==> config.mk <==
export PLATFORM = sky130hd
export DESIGN_NAME = spi_rx_burst
export DESIGN_NICKNAME = d
export VERILOG_FILES = /design/src/rtl/spi_rx_burst.sv
export SDC_FILE = /design/constraint.sdc
export NUM_CORES = 1
export LEC_CHECK = 0
export BUFFER_PORTS_ARGS = -buffer_cell sky130_fd_sc_hd__buf_2
export CAP_MARGIN = 20
export CORE_UTILIZATION = 50
export CTS_CLUSTER_SIZE = 8
export DETAILED_ROUTE_END_ITERATION = 12
export GPL_TIMING_DRIVEN = 0
export PLACE_DENSITY_LB_ADDON = 0.25
export SLEW_MARGIN = 5
export SYNTH_ARGS = -nofsm -noshare
export SYNTH_HDL_FRONTEND = slang
export SYNTH_SLANG_ARGS = --single-unit
==> constraint.sdc <==
create_clock -name clk -period 2.55 [get_ports clk]
set_clock_uncertainty 0.05 [all_clocks]
set_input_delay 0.1275 -clock clk [delete_from_list [all_inputs] [get_ports clk]]
set_output_delay 0.1275 -clock clk [all_outputs]
set_load 0.03 [all_outputs]
==> src/rtl/spi_rx_burst.sv <==
// SPI burst receiver: regenerates serial_clock from clk_ic, assembles word_count words and
// hands them out through a valid/ready register. Optional abort timer: SPI_RX_BURST_TIMEOUT_EN.
module spi_rx_burst #(
  parameter int WIDTH     = 8,
  parameter int COUNT_W   = 8,
  parameter int LSB_FIRST = 0,
  parameter int CPOL      = 0,
  parameter int TIMEOUT   = 255
) (
  input  logic               clk,
  input  logic               rst_n,
  input  logic               clk_ic,
  input  logic               rd_en,
  input  logic [COUNT_W-1:0] word_count,
  input  logic               serial_in,
  output logic               serial_clock,
  output logic [WIDTH-1:0]   data_out,
  output logic               data_valid,
  input  logic               data_ready,
  output logic               busy,
  output logic               done,
  output logic               timeout
);

  localparam int   BIT_W    = $clog2(WIDTH + 1);
  localparam logic IDLE_LVL = (CPOL != 0);

  typedef enum logic [1:0] {
    S_IDLE,
    S_WAIT_EDGE,
    S_SHIFT,
    S_STALL
  } state_t;

  state_t             state_q, state_d;
  logic               last_clk_ic_q, last_clk_ic_d;
  logic               serial_clock_q, serial_clock_d;
  logic [WIDTH-1:0]   shift_q, shift_d;
  logic [BIT_W-1:0]   bit_cnt_q, bit_cnt_d;
  logic [COUNT_W-1:0] words_q, words_d;
  logic [WIDTH-1:0]   data_out_q, data_out_d;
  logic               data_valid_q, data_valid_d;
  logic               busy_q, busy_d;
  logic               done_q, done_d;

  logic lead_edge, trail_edge, load;

  assign lead_edge  = (last_clk_ic_q == IDLE_LVL) && (clk_ic == !IDLE_LVL);
  assign trail_edge = (last_clk_ic_q == !IDLE_LVL) && (clk_ic == IDLE_LVL);

`ifdef SPI_RX_BURST_TIMEOUT_EN
  localparam int TMO_W = $clog2(TIMEOUT + 1);
  logic [TMO_W-1:0] tmo_cnt_q, tmo_cnt_d;
  logic             timeout_q, timeout_d;
`endif

  always_comb begin
    // NOTE: every signal gets its default first so no path through the case leaves a latch.
    state_d        = state_q;
    last_clk_ic_d  = clk_ic;
    serial_clock_d = serial_clock_q;
    shift_d        = shift_q;
    bit_cnt_d      = bit_cnt_q;
    words_d        = words_q;
    data_out_d     = data_out_q;
    data_valid_d   = data_valid_q;
    busy_d         = busy_q;
    done_d         = 1'b0;
    load           = 1'b0;

    case (state_q)
      S_IDLE: begin
        if (rd_en) begin
          words_d   = word_count;
          bit_cnt_d = '0;
          if (word_count == '0) begin
            done_d = 1'b1;
          end else begin
            state_d = S_WAIT_EDGE;
            busy_d  = 1'b1;
          end
        end
      end
      S_WAIT_EDGE: begin
        if (lead_edge) begin
          serial_clock_d = !IDLE_LVL;
          if (LSB_FIRST != 0) shift_d = {serial_in, shift_q[WIDTH-1:1]};
          else                shift_d = {shift_q[WIDTH-2:0], serial_in};
          bit_cnt_d = bit_cnt_q + BIT_W'(1);
          state_d   = S_SHIFT;
        end
      end
      S_SHIFT: begin
        if (trail_edge) begin
          serial_clock_d = IDLE_LVL;
          if (bit_cnt_q < BIT_W'(WIDTH))          state_d = S_WAIT_EDGE;
          else if (!data_valid_q || data_ready)   load    = 1'b1;
          else                                    state_d = S_STALL;
        end
      end
      S_STALL: begin
        // clk_ic edges are deliberately dropped here; the IC keeps clocking regardless.
        if (data_ready) load = 1'b1;
      end
      default: state_d = S_IDLE;
    endcase

    if (data_valid_q && data_ready) data_valid_d = 1'b0;

    if (load) begin
      data_out_d   = shift_q;
      data_valid_d = 1'b1;
      words_d      = words_q - COUNT_W'(1);
      bit_cnt_d    = '0;
      if (words_q == COUNT_W'(1)) begin
        state_d = S_IDLE;
        busy_d  = 1'b0;
        done_d  = 1'b1;
      end else begin
        state_d = S_WAIT_EDGE;
      end
    end

`ifdef SPI_RX_BURST_TIMEOUT_EN
    timeout_d = 1'b0;
    tmo_cnt_d = '0;
    if ((state_q == S_WAIT_EDGE) || (state_q == S_SHIFT)) begin
      if (lead_edge || trail_edge) begin
        tmo_cnt_d = '0;
      end else if (tmo_cnt_q == TMO_W'(TIMEOUT - 1)) begin
        // Abort drops the partial word but leaves any delivered word in data_out.
        state_d        = S_IDLE;
        serial_clock_d = IDLE_LVL;
        busy_d         = 1'b0;
        bit_cnt_d      = '0;
        timeout_d      = 1'b1;
      end else begin
        tmo_cnt_d = tmo_cnt_q + TMO_W'(1);
      end
    end
`endif
  end

  always_ff @(posedge clk) begin
    if (!rst_n) begin
      state_q        <= S_IDLE;
      last_clk_ic_q  <= IDLE_LVL;
      serial_clock_q <= IDLE_LVL;
      shift_q        <= '0;
      bit_cnt_q      <= '0;
      words_q        <= '0;
      data_out_q     <= '0;
      data_valid_q   <= 1'b0;
      busy_q         <= 1'b0;
      done_q         <= 1'b0;
    end else begin
      // NOTE: non-blocking assignments so every register samples pre-edge values.
      state_q        <= state_d;
      last_clk_ic_q  <= last_clk_ic_d;
      serial_clock_q <= serial_clock_d;
      shift_q        <= shift_d;
      bit_cnt_q      <= bit_cnt_d;
      words_q        <= words_d;
      data_out_q     <= data_out_d;
      data_valid_q   <= data_valid_d;
      busy_q         <= busy_d;
      done_q         <= done_d;
    end
  end

`ifdef SPI_RX_BURST_TIMEOUT_EN
  always_ff @(posedge clk) begin
    if (!rst_n) begin
      tmo_cnt_q <= '0;
      timeout_q <= 1'b0;
    end else begin
      tmo_cnt_q <= tmo_cnt_d;
      timeout_q <= timeout_d;
    end
  end

  assign timeout = timeout_q;
`else
  logic unused_timeout_param;
  assign unused_timeout_param = ^TIMEOUT;
  assign timeout              = 1'b0;
`endif

  assign serial_clock = serial_clock_q;
  assign data_out     = data_out_q;
  assign data_valid   = data_valid_q;
  assign busy         = busy_q;
  assign done         = done_q;

endmodule
==> impl_metrics.yaml <==
synthesis:
  yosysSeqAreaShare_pct: 39.89
  syn_avg_cell_area_um2: 8.528
  synthesis.area_mm2: 0.001757
  yosys.area.top_type_share_pct: 39.89
  synth_top_area_cell: "dfxtp_1"
  synth-seq-cells: 35
  syn-num-nets: 228
  synth_area_leaders: "dfxtp_1 (40%), nand2_1 (6.4%), ha_1 (5.7%)"
  ys_types: 42
  syn_inst: 206
  yosysWarningCount: 0
critical_path:
  worstReg2RegStart: "state_q[0]"
  slowest_delay_ps: 450
  rr_endpoint: "bit_cnt_q[2]"
  cp_num_buf_inv: 3
  cpLargestDelayFamily: "buffers and inverters"
  cp_data_required_time_ps: 2780
  path_depth: 8
  cp_cell_sequence: "inv_1 > ha_1 > and2_1 > a32oi_2 > buf_6 > buf_2 > o211ai_1 > nor2_1"
  cp_max_fo: 10
  r2r_cells: 8
  start_kind: "register"
  crit_slowest_cell: "dfxtp_1"
  crit_type: "register to register"
  critPathCaptureType: "register"
  crit_arrival_ps: 2530
  r2r_setup_slack_ps: 250
power:
  ir_worst_vdd_mv: 0.4487
  powerDensity_mw_per_mm2: 674.9
  leakagePower_nw: 0.8407
  power_mw: 1.375
drt:
  wl_per_cell_um: 13.51
  drtPass1Iterations: 4
  met3WireLength_um: 268
  drtIter0Drc: 100
  viasPerCell: 5.444
  top_layer: "met4"
  vias: 1568
  drt-met1-wl_um: 1825
  route.met2.wl_um: 1714
  drc: 0
  postRouteAntennaNets: 0
  routed_wl_um: 3891
sta:
  rsz0062_at_grt: "no"
  period_needed_ps: 2297
  tns_ps: 0
  max_freq_ghz: 0.4353
  slew_violations: 0
  finalCritPeriodShare_pct: 90.09
  hold_viol: 0
  worstMarginPinSlew_ps: 665.4
  setup_viol: 0
  slew-limit-headroom_pct: 55.64
cells_and_area:
  area_delta_synth_final_pct: 15.95
  layout-drive-gt1-share_pct: 17.77
  mostFrequentLayoutCell: "dfxtp_1"
  diodes: 0
  nets: 263
  final_cell_mix: "dfxtp_1 (35), nand2_1 (30), buf_2 (28)"
flow_run:
  maxCapViolations: 0
clock_network:
  h-tree-depth: 2
  tritoncts: "done"
  cts_root_buf: "clkbuf_4"
  numCtsBuffers: 5
  clkSlewWorstSetupHoldPaths_ps: 110
  cts.sinks: 35
  clockBufferDepth: 2
  cts_resized: 0
  insertion_delay_ps: 340
worst_hold_path:
  min_to: "words_q[7]"
  hp-start: "word_count[7]"
  min_path_cells: 3
  hp-class: "input port to register"
floorplanning:
  initial_utilization_pct: 52.23
  pin_count: 27
  core_mm2: 0.003363
  die_x_um: 61.28
  die_h_um: 61.28
  num_rows: 21
  die-area_mm2: 0.003755
grt:
  grt_max_degree: 13
  grt-ovfl-total: 0
  track_usage_pct: 23.68
  grt_pass1_vias: 1369
  antenna_found_initial: 0
  grt_pass1_wl_um: 6368
placed_design:
  dp_hpwl_um: 2768
  gp_congestion: 0.8624
  io_buffers: 25
run_status:
  status: "completed"
cell usage after synthesis:
library cell	n
dfxtp_1	35
nand2_1	30
nor2_1	17
a21boi_0	13
nor2b_1	11
o21ai_0	10
ha_1	8
mux2i_1	8
a21oi_1	7
nor4_1	6
and2_1	5
clkbuf_1	5
inv_1	4
buf_2	3
nand3_1	3
nand4_1	3
nor3_1	3
o211ai_1	3
a22oi_1	2
a31oi_1	2
mux2_2	2
nand2b_1	2
nand3b_1	2
o21ai_1	2
or4_1	2
xor2_1	2
a211oi_1	1
a21boi_1	1
a32o_1	1
a32oi_2	1
and3_1	1
buf_4	1
buf_6	1
conb_1	1
o22ai_1	1
o311ai_1	1
o31a_1	1
o31ai_1	1
o32ai_1	1
or3_2	1
or4_4	1
or4b_1	1
cell type report:
type,instances,area (um^2)
Tap cell,46,57.56
Multi-Input combinational cell,157,988.4
Timing Repair Buffer,28,155.1
Clock buffer,6,51.30
Clock inverter,2,16.27
Sequential cell,35,700.7
Inverter,4,15.01
Fill cell,329,1326
Buffer,10,52.55
power by group:
| group | internal, mW | switching, mW |
|---|---|---|
| Clock | 0.136 | 0.197 |
| Sequential | 0.588 | 0.0433 |
| Combinational | 0.167 | 0.243 |
| Total | 0.891 | 0.484 |
tightest hold or removal path: stages:
cell and delay [ps]:
buf_2 100, a21oi_1 60, o21ai_1 110
through the flow:
stage | worst slack [ps] | utilization, % | std cells | cell area [um^2] | hold slack (ps)
6_report | 252.6 | 60.57 | 288 | 2037 | 20.11
5_1_grt | 71.50 | 60.57 | 288 | 2037 | 4.655
4_1_cts | 258.2 | 60.57 | 288 | 2037 | 9.343
3_5_place_dp | 289.7 | 57.66 | 277 | 1939 | 340.5
3_3_place_gp | 322.3 | 57.66 | 277 | 1939 | 333.4
2_1_floorplan | 677.2 | - | 206 | 1757 | 199.2
timing repair:
item / in CTS / in global routing
hold endpoints to repair: 3 / 0
buffers inserted: 0 / 0
hold buffers: 3 / 0
layer usage:
metal  vias up  GRT usage [%]
li1        797              -
met1       706          30.36
met2        54          36.34
met3        11          7.143
met4         0          11.36
met5         -              0
worst max-delay path by stage:
stage / from / end / slack [ps]
5_1_grt: state_q[0] / bit_cnt_q[2] / 70
4_1_cts: state_q[0] / bit_cnt_q[2] / 260
2_1_floorplan: state_q[0] / words_q[2] / 680
3_5_place_dp: state_q[0] / bit_cnt_q[2] / 290
6_report: state_q[0] / bit_cnt_q[2] / 250
3_3_place_gp: state_q[0] / bit_cnt_q[2] / 320
flip-flops by register name, indices dropped and copies added (netlist names):
name / cells
bit_cnt_q: 4
busy: 1
data_out: 8
data_valid: 1
done: 1
last_clk_ic_q: 1
serial_clock: 1
shift_q: 8
state_q: 2
words_q: 8
cell families after synthesis:
group / Yosys count / synth area share (%)
and+or+nand+nor: 88 / 25.07
AOI/OAI and AO/OA: 48 / 18.45
DFF: 35 / 39.89
buffers and inverters: 14 / 3.846
muxes: 10 / 5.841
adders and majority gates: 8 / 5.698
xor gates and xnor gates: 2 / 0.9973
other: 1 / 0.2135
Power figures use the tool's default switching activity.
